### config.mk
export PLATFORM = sky130hd
export DESIGN_NAME = lsu
export DESIGN_NICKNAME = d
export VERILOG_FILES = /design/src/rtl/lsu_pkg.sv /design/src/rtl/lsu_align.sv /design/src/rtl/lsu.sv
export SDC_FILE = /design/constraint.sdc
export NUM_CORES = 1
export LEC_CHECK = 0
export ABC_CLOCK_PERIOD_IN_PS = 6400
export CAP_MARGIN = 25
export CORE_ASPECT_RATIO = 0.7
export CORE_UTILIZATION = 45
export DETAILED_ROUTE_END_ITERATION = 8
export GPL_TIMING_DRIVEN = 0
export PLACE_DENSITY_LB_ADDON = 0.1
export SYNTH_ARGS = -nofsm -noshare
export SYNTH_HDL_FRONTEND = slang
export SYNTH_SLANG_ARGS = --single-unit
export TNS_END_PERCENT = 20
### constraint.sdc
create_clock -name clk_i -period 6.4 [get_ports clk_i]
set_clock_uncertainty 0.05 [all_clocks]
set_input_delay 0.64 -clock clk_i [delete_from_list [all_inputs] [get_ports clk_i]]
set_output_delay 0.64 -clock clk_i [all_outputs]
set_load 0.05 [all_outputs]
### src/rtl/lsu_pkg.sv
// Shared definitions for the load/store unit: access-size codes, error
// causes, FSM states and the wait-counter width helper.
package lsu_pkg;

    localparam int unsigned XLEN = 32;

    typedef enum logic [1:0] {
        MEM_ACCESS_BYTE = 2'b00,
        MEM_ACCESS_HALF = 2'b01,
        MEM_ACCESS_WORD = 2'b10,
        MEM_ACCESS_BAD  = 2'b11
    } mem_access_e;

    typedef enum logic [1:0] {
        ERR_NONE     = 2'b00,
        ERR_MISALIGN = 2'b01,
        ERR_TIMEOUT  = 2'b10,
        ERR_BAD_SIZE = 2'b11
    } err_cause_e;

    typedef enum logic [1:0] {
        ST_IDLE = 2'b00,
        ST_BUS  = 2'b01,
        ST_DONE = 2'b10
    } state_e;

    // Bits needed to count 0..t, never fewer than one.
    function automatic int unsigned cnt_width(input int unsigned t);
        int unsigned w;
        w = $clog2(t + 1);
        return (w < 1) ? 1 : w;
    endfunction

endpackage

### src/rtl/lsu_align.sv
// Lane alignment for the load/store unit (purely combinational).
// Ports:
//   acc        access size code
//   lane       byte address bits [1:0]
//   sext       sign-extend sub-word loads
//   wdata      LSB-justified store data
//   rdata      raw bus read word
//   be         byte enables
//   wdata_rep  store data replicated across lanes
//   rdata_ext  extracted and extended load data
//   misaligned half/word address not naturally aligned
//   bad_size   size code 11
module lsu_align
    import lsu_pkg::*;
(
    input  logic [1:0]      acc,
    input  logic [1:0]      lane,
    input  logic            sext,
    input  logic [XLEN-1:0] wdata,
    input  logic [XLEN-1:0] rdata,
    output logic [3:0]      be,
    output logic [XLEN-1:0] wdata_rep,
    output logic [XLEN-1:0] rdata_ext,
    output logic            misaligned,
    output logic            bad_size
);

    logic [7:0]  byte_sel;
    logic [15:0] half_sel;

    always_comb begin
        byte_sel   = rdata[{lane, 3'b000} +: 8];
        half_sel   = rdata[{lane[1], 4'b0000} +: 16];
        be         = 4'b0000;
        wdata_rep  = '0;
        rdata_ext  = '0;
        misaligned = 1'b0;
        bad_size   = 1'b0;
        case (acc)
            MEM_ACCESS_BYTE: begin
                be        = 4'b0001 << lane;
                wdata_rep = {4{wdata[7:0]}};
                rdata_ext = sext ? {{24{byte_sel[7]}}, byte_sel} : {24'b0, byte_sel};
            end
            MEM_ACCESS_HALF: begin
                be         = 4'b0011 << {lane[1], 1'b0};
                misaligned = lane[0];
                wdata_rep  = {2{wdata[15:0]}};
                rdata_ext  = sext ? {{16{half_sel[15]}}, half_sel} : {16'b0, half_sel};
            end
            MEM_ACCESS_WORD: begin
                be         = 4'b1111;
                misaligned = |lane;
                wdata_rep  = wdata;
                rdata_ext  = rdata;
            end
            default: bad_size = 1'b1;
        endcase
    end

endmodule

### src/rtl/lsu.sv
// Load/store unit: runs one data-bus transaction per decoder request and
// returns aligned, extended load data plus a one-cycle done pulse.
// Ports:
//   clk_i, rst_i          clock, synchronous active-high reset
//   req_i/we_i/acc_i/sext_i/addr_i/wdata_i   request from decoder/ALU
//   rdata_o, done_o, busy_o, err_o, err_cause_o  completion to core
//   bus_req_o/bus_we_o/bus_addr_o/bus_be_o/bus_wdata_o  bus request
//   bus_ready_i, bus_rdata_i  bus acceptance and read word
module lsu
    import lsu_pkg::*;
#(
    parameter int unsigned TIMEOUT_CYCLES = 255
) (
    input  logic        clk_i,
    input  logic        rst_i,
    input  logic        req_i,
    input  logic        we_i,
    input  logic [1:0]  acc_i,
    input  logic        sext_i,
    input  logic [31:0] addr_i,
    input  logic [31:0] wdata_i,
    output logic [31:0] rdata_o,
    output logic        done_o,
    output logic        busy_o,
    output logic        err_o,
    output logic [1:0]  err_cause_o,
    output logic        bus_req_o,
    output logic        bus_we_o,
    output logic [31:0] bus_addr_o,
    output logic [3:0]  bus_be_o,
    output logic [31:0] bus_wdata_o,
    input  logic        bus_ready_i,
    input  logic [31:0] bus_rdata_i
);

    localparam int unsigned CNT_W = cnt_width(TIMEOUT_CYCLES);
    localparam bit          TMO_EN = (TIMEOUT_CYCLES != 0);
    localparam logic [CNT_W-1:0] CNT_LAST =
        (TIMEOUT_CYCLES == 0) ? '0 : CNT_W'(TIMEOUT_CYCLES - 1);

    state_e           state;
    logic [1:0]       acc_q;
    logic [1:0]       lane_q;
    logic             sext_q;
    logic [CNT_W-1:0] wait_cnt;

    logic [1:0]  acc_sel;
    logic [1:0]  lane_sel;
    logic        sext_sel;
    logic [3:0]  be;
    logic [31:0] wdata_rep;
    logic [31:0] rdata_ext;
    logic        misaligned;
    logic        bad_size;

    // Live request while idle, latched request once the bus access is running.
    always_comb begin
        acc_sel  = (state == ST_IDLE) ? acc_i       : acc_q;
        lane_sel = (state == ST_IDLE) ? addr_i[1:0] : lane_q;
        sext_sel = (state == ST_IDLE) ? sext_i      : sext_q;
    end

    lsu_align u_align (
        .acc        (acc_sel),
        .lane       (lane_sel),
        .sext       (sext_sel),
        .wdata      (wdata_i),
        .rdata      (bus_rdata_i),
        .be         (be),
        .wdata_rep  (wdata_rep),
        .rdata_ext  (rdata_ext),
        .misaligned (misaligned),
        .bad_size   (bad_size)
    );

    // Transaction FSM with registered outputs and bus wait counter.
    always_ff @(posedge clk_i) begin
        if (rst_i) begin
            state       <= ST_IDLE;
            acc_q       <= 2'b00;
            lane_q      <= 2'b00;
            sext_q      <= 1'b0;
            wait_cnt    <= '0;
            rdata_o     <= '0;
            done_o      <= 1'b0;
            busy_o      <= 1'b0;
            err_o       <= 1'b0;
            err_cause_o <= ERR_NONE;
            bus_req_o   <= 1'b0;
            bus_we_o    <= 1'b0;
            bus_addr_o  <= '0;
            bus_be_o    <= 4'b0000;
            bus_wdata_o <= '0;
        end else begin
            done_o <= 1'b0;
            err_o  <= 1'b0;
            case (state)
                ST_IDLE: begin
                    if (req_i) begin
                        busy_o <= 1'b1;
                        if (bad_size || misaligned) begin
                            // Illegal request completes without touching the bus.
                            state       <= ST_DONE;
                            done_o      <= 1'b1;
                            err_o       <= 1'b1;
                            err_cause_o <= bad_size ? ERR_BAD_SIZE : ERR_MISALIGN;
                            rdata_o     <= '0;
                        end else begin
                            state       <= ST_BUS;
                            bus_req_o   <= 1'b1;
                            bus_we_o    <= we_i;
                            bus_addr_o  <= {addr_i[31:2], 2'b00};
                            bus_be_o    <= be;
                            bus_wdata_o <= wdata_rep;
                            acc_q       <= acc_i;
                            lane_q      <= addr_i[1:0];
                            sext_q      <= sext_i;
                            wait_cnt    <= '0;
                        end
                    end
                end
                ST_BUS: begin
                    if (bus_ready_i) begin
                        state       <= ST_DONE;
                        bus_req_o   <= 1'b0;
                        done_o      <= 1'b1;
                        err_cause_o <= ERR_NONE;
                        if (!bus_we_o) begin
                            rdata_o <= rdata_ext;
                        end
                    end else if (TMO_EN && (wait_cnt == CNT_LAST)) begin
                        // This wait cycle brings the count to TIMEOUT_CYCLES.
                        state       <= ST_DONE;
                        bus_req_o   <= 1'b0;
                        done_o      <= 1'b1;
                        err_o       <= 1'b1;
                        err_cause_o <= ERR_TIMEOUT;
                        rdata_o     <= '0;
                    end else begin
                        wait_cnt <= wait_cnt + CNT_W'(1);
                    end
                end
                ST_DONE: begin
                    state  <= ST_IDLE;
                    busy_o <= 1'b0;
                end
                default: begin
                    state  <= ST_IDLE;
                    busy_o <= 1'b0;
                end
            endcase
        end
    end

endmodule

### Word-level counts from Yosys, hierarchy flattened

Cells that the tools add are included.

| storage, ports and cells | value |
|---|---|
| register bits after elaboration | 120 |
| logic and storage cells | 91 |

| cells by class | value |
|---|---|
| add/sub/neg operators | 1 |
| equality and inequality tests | 11 |
| shift operators | 4 |
| mux-type cells | 45 |
| bitwise logic cells | 2 |
| reduce and logical (&&, ||, !) cells | 13 |

Operator list:

| cell | count |
|---|---|
| two-way mux 32 bit | 7 |
| case mux 32 bit (3 select lines) | 2 |
| case mux 32 bit (2 select lines) | 1 |
| two-way mux 8 bit | 4 |
| indexed part select 32 x 6 -> 16 bit | 1 |
| indexed part select 32 x 6 -> 8 bit | 1 |
| two-way mux 2 bit | 10 |
| case mux 8 bit (2 select lines) | 1 |
| two-way mux 1 bit | 12 |
| case mux 4 bit (3 select lines) | 1 |
| case mux 1 bit (2 select lines) | 5 |
| AND reduction 5 bit | 2 |
| adder 8 x 1 -> 8 bit (second input constant) | 1 |
| == test 8 bit (second input constant) | 1 |
| inequality test 2 bit (second input constant) | 4 |
| case mux 2 bit (2 select lines) | 2 |
| AND reduction 4 bit | 2 |
| inequality test 3 bit (second input constant) | 2 |
| == test 2 x 1 -> 1 bit (second input constant) | 2 |
| zero test 2 bit | 2 |
| AND reduction 2 bit | 2 |
| left shift 1 x 2 -> 4 bit (first input constant) | 1 |
| left shift 2 x 2 -> 4 bit (first input constant) | 1 |
| AND reduction 3 bit | 1 |
| other kinds (7) | 8 |

### Longest topological paths before layout

| depth | value |
|---|---|
| word-level depth | 9 |
| gate-level depth with buffers | 9 |
| depth with buffers taken out | 7 |

### Cells and area by module

A second synthesis with hierarchy kept.

| unflattened totals | value |
|---|---|
| cells, all modules | 779 |
| area, all modules | 6072.1 um^2 |

By module, submodules not included:

| module | times used | cells each | area each (um^2) | sequential area each (um^2) |
|---|---|---|---|---|
| lsu | 1 | 554 | 4642.0 | 2402.3 |
| lsu_align | 1 | 225 | 1430.1 | 0.0 |

### Least setup slack after synthesis

No wires, ideal clock.

| timing | value |
|---|---|
| path kind | in2reg |
| start | input acc_i[0] |
| end | register rdata_o[21] |
| library setup time | 61 ps |
| arrival | 2116 ps |
| slack | 4173 ps |
| cell stages on the path | 6 |
| path through | or4b_2 -> o21ai_2 -> and2_1 -> buf_1 -> buf_2 -> a221o_1 |

| on the way | value |
|---|---|
| word-level cells in the longest chain between the ends | 7 |
| elaborated cells on any way between the ends | 14 |
| classes of those cells | eq/ne (3); mux (7); reduce/logical (4) |

RTL lines:

| element | RTL line | RTL |
|---|---|---|
| start: declaration | lsu.sv:18 | `input logic [1:0] acc_i,` |
| two-way mux 2 bit * | lsu.sv:58 | `acc_sel = (state == ST_IDLE) ? acc_i : acc_q;` |
| == test 2 x 1 -> 1 bit, or another cell as far along | lsu_align.sv:39 | `case (acc)` |
| OR reduction 3 bit (no line) | n/a |  |
| two-way mux 1 bit | lsu_align.sv:39 |  |
| logical OR 1 bit | lsu.sv:101 | `if (bad_size \|\| misaligned) begin` |
| inequality test 2 x 1 -> 1 bit (no line) | n/a |  |
| AND reduction 5 bit (no line) | n/a |  |
| end signal: assignment | lsu.sv:129 | `rdata_o <= rdata_ext;` |
| end: declaration | lsu.sv:22 | `output logic [31:0] rdata_o,` |

Every way passes the cells marked *; elsewhere a longest branch is shown, timed or not. The select of a mux whose other input is x is not followed.
A chain may end at the register's enable or synchronous reset.

### Worst setup path in the final report

| timing | value |
|---|---|
| start | input acc_i[1] |
| end | register rdata_o[10] |

The elaborated chain is that of the path after synthesis.

==> results.json <==
{
  "dr.pass1.iters": 6,
  "grt_max_degree": 17,
  "synth_top_area_cell": "dfxtp_1",
  "powerDensity_nw_per_um2": 277,
  "die_x_um": 132,
  "num_rows": 32,
  "clk-insertion-delay-late_ps": 410,
  "leakagePower_nw": 3.08,
  "routedWlPerCell_um": 19.2,
  "cts_setup_buffers": 0,
  "hold_violations": 0,
  "slew_headroom_pct": 43.5,
  "ys_ff_latch": 120,
  "slew_violations": 0,
  "critical_path_peak_fanout": 10,
  "cp-end-kind": "flop",
  "drc": 0,
  "cts_root_buf": "clkbuf_16",
  "layout.nets": 934,
  "cts_max_level": 4,
  "hpwl_mm": 14.3,
  "io_buffer_count": 207,
  "vias": 5830,
  "ys_types": 61,
  "status": "completed",
  "crit_chain": "clkdlybuf4s50_1 > nor4bb_1 > nor4bb_1 > buf_2 > clkbuf_1 > a32o_1 > a211o_1",
  "die_h_um": 92.9,
  "drtIter0Drc": 531,
  "ys_seq_area_share_pct": 45.2,
  "rsz0062_at_grt": "false",
  "synthCells": 601,
  "synth_top_area_share_pct": 45.2,
  "clk_pin_slew_ps": 50,
  "start_kind": "input port",
  "cts_buffers": 17,
  "max_freq_ghz": 0.328,
  "setup_viol": 0,
  "cts.repair.resized": 0,
  "dp_slack_ps": 3050,
  "synthesis.area_um2": 5320,
  "tns_ps": 0,
  "core-area_um2": 11300,
  "start_util_pct": 47.2,
  "drive_gt1_share_pct": 7.97,
  "ios": 211,
  "r2r_setup_slack_ps": 3700,
  "gp_congestion": 0.920,
  "cpPeakStageDelay_ps": 620,
  "finalPower_mw": 2.26,
  "synth-async-reset-ratio_pct": 0,
  "ys.warnings.count": 0,
  "met1_usage_pct": 41.3,
  "cts_sinks": 120,
  "worstMarginPinSlew_ps": 824,
  "cts_tree": "built",
  "utilization_pct": 72.7,
  "synth_edf_count": 0,
  "cts_buffer_depth": 2,
  "crit_path_frequent_cell": "nor4bb_1",
  "grt_use_met2_pct": 49.4,
  "crit_required_ps": 6700,
  "finalWirelength_mm": 19.1,
  "grt-busiest-layer": "met2",
  "grt_use_met3_pct": 7.55,
  "fin_crit_sh_pct": 47.6,
  "crit_slowest_cell": "nor4bb_1",
  "grtUsageTotal_pct": 31.3,
  "path_class": "input port to flop",
  "syn_avg_cell_area_um2": 8.84,
  "overflow": 0,
  "postCtsHoldBufs": 0,
  "vias_per_cell": 5.87,
  "cp_top_family": "buffers and inverters",
  "worstPathArrival_ps": 3350,
  "grt_pass1_wl_mm": 29.5,
  "critPathBufInv": 3,
  "max-cap-violations": 0,
  "peakVddDrop_v": 0.000194,
  "synthFlopType": "dfxtp_1",
  "ant_nets": 0,
  "post-route-min-period_ps": 3050,
  "grt_pass1_vias": 5483,
  "diodes": 0,
  "area_growth_pct": 53.9,
  "synthTopCellsByArea": "dfxtp_1 (45%), nand2_1 (6.1%), a21oi_1 (4.4%)",
  "die_area_um2": 12300,
  "worst_slack_ps": 3350,
  "hp-class": "flop to flop",
  "antenna_found_initial": 0
}
-- cells by family (layout without fill, tap and decap cells) --
| family | Yosys count | after routing | share of synthesized area (%) |
|---|---|---|---|
| fa+ha+maj | 2 | 2 | 0.471 |
| buf+inv | 62 | 301 | 5.58 |
| simple gates | 205 | 205 | 18.0 |
| flops | 120 | 120 | 45.2 |
| compound gates | 200 | 200 | 28.5 |
| mux | 11 | 11 | 2.14 |
| other cells | 1 | 2 | 0.0706 |
-- metrics by stage --
stage | std cells | hold WS (ps) | area (µm²)
after floorplan | 602 | 384 | 5320
after global placement | 962 | 382 | 7580
after detailed placement | 962 | 387 | 7580
after CTS | 994 | 394 | 8180
after global routing | 994 | 409 | 8180
final | 994 | 391 | 8180
-- power breakdown --
group	switching, mW	total, mW	internal (mW)
logic	0.312	0.497	0.184
clock network	0.344	0.963	0.619
registers	0.0221	0.806	0.783
-- routing by layer --
layer	vias to the layer above	share of wire, %
li1	2695	-
met1	2747	43
met2	342	45
met3	46	9.3
met4	0	2.3
met5	-	0
-- placed cells by master (no fill, tap or decap), types with 6 or more instances in the layout --
cell and count:
nand2_1 87, buf_2 9, a221oi_1 15, a22o_1 16, a32o_1 12, a211o_1 13
clkbuf_16 17, o21ai_0 23, clkinv_2 6, inv_1 14, nand3_1 9, clkbuf_1 26
a211oi_1 7, clkdlybuf4s50_1 207, a21oi_1 47, a22oi_1 6, a221o_1 17, nor2_1 48
dfxtp_1 120, nor3_1 23, mux2i_1 8
-- state kept, by name, indices dropped and copies added (netlist names) --
register	count
bus_req_o	1
done_o	1
lane_q	2
bus_wdata_o	32
acc_q	2
rdata_o	32
err_o	1
err_cause_o	2
bus_be_o	4
sext_q	1
state	2
wait_cnt	8
busy_o	1
bus_we_o	1
bus_addr_o	30
-- Yosys cell counts, types with 12 or more instances --
master,instances
dfxtp_1,120
nand2_1,87
nor2_1,48
a21oi_1,47
clkbuf_1,25
nor3_1,23
o21ai_0,23
a221o_1,17
a22o_1,16
a221oi_1,15
inv_1,14
a211o_1,13
a32o_1,12
-- layout make-up --
cell class	instances	area, µm²
Fill cell	833	3070
Timing Repair Buffer	207	2070
Sequential cell	120	2400
Tap cell	153	191
Clock inverter	13	154
Buffer	48	244
Multi-Input combinational cell	420	2620
Inverter	14	52.6
Clock buffer	19	443
-- worst paths after layout --
check / startpoint / endpoint / cells after the start
setup / recovery: acc_i[1] / rdata_o[10] / 7
hold / removal: bus_be_o[3] / bus_be_o[3] / 2
setup reg to reg: state[1] / rdata_o[10] / 7
hold reg to reg: bus_be_o[3] / bus_be_o[3] / 2
-- worst register-to-register path, stage by stage, from the launching register on --
cell,delay (ps)
dfxtp_1,360
buf_6,170
o211ai_1,260
nor4bb_1,590
buf_2,370
clkbuf_1,380
a32o_1,330
a211o_1,150
Note: power is estimated with default switching activity, not from simulation.
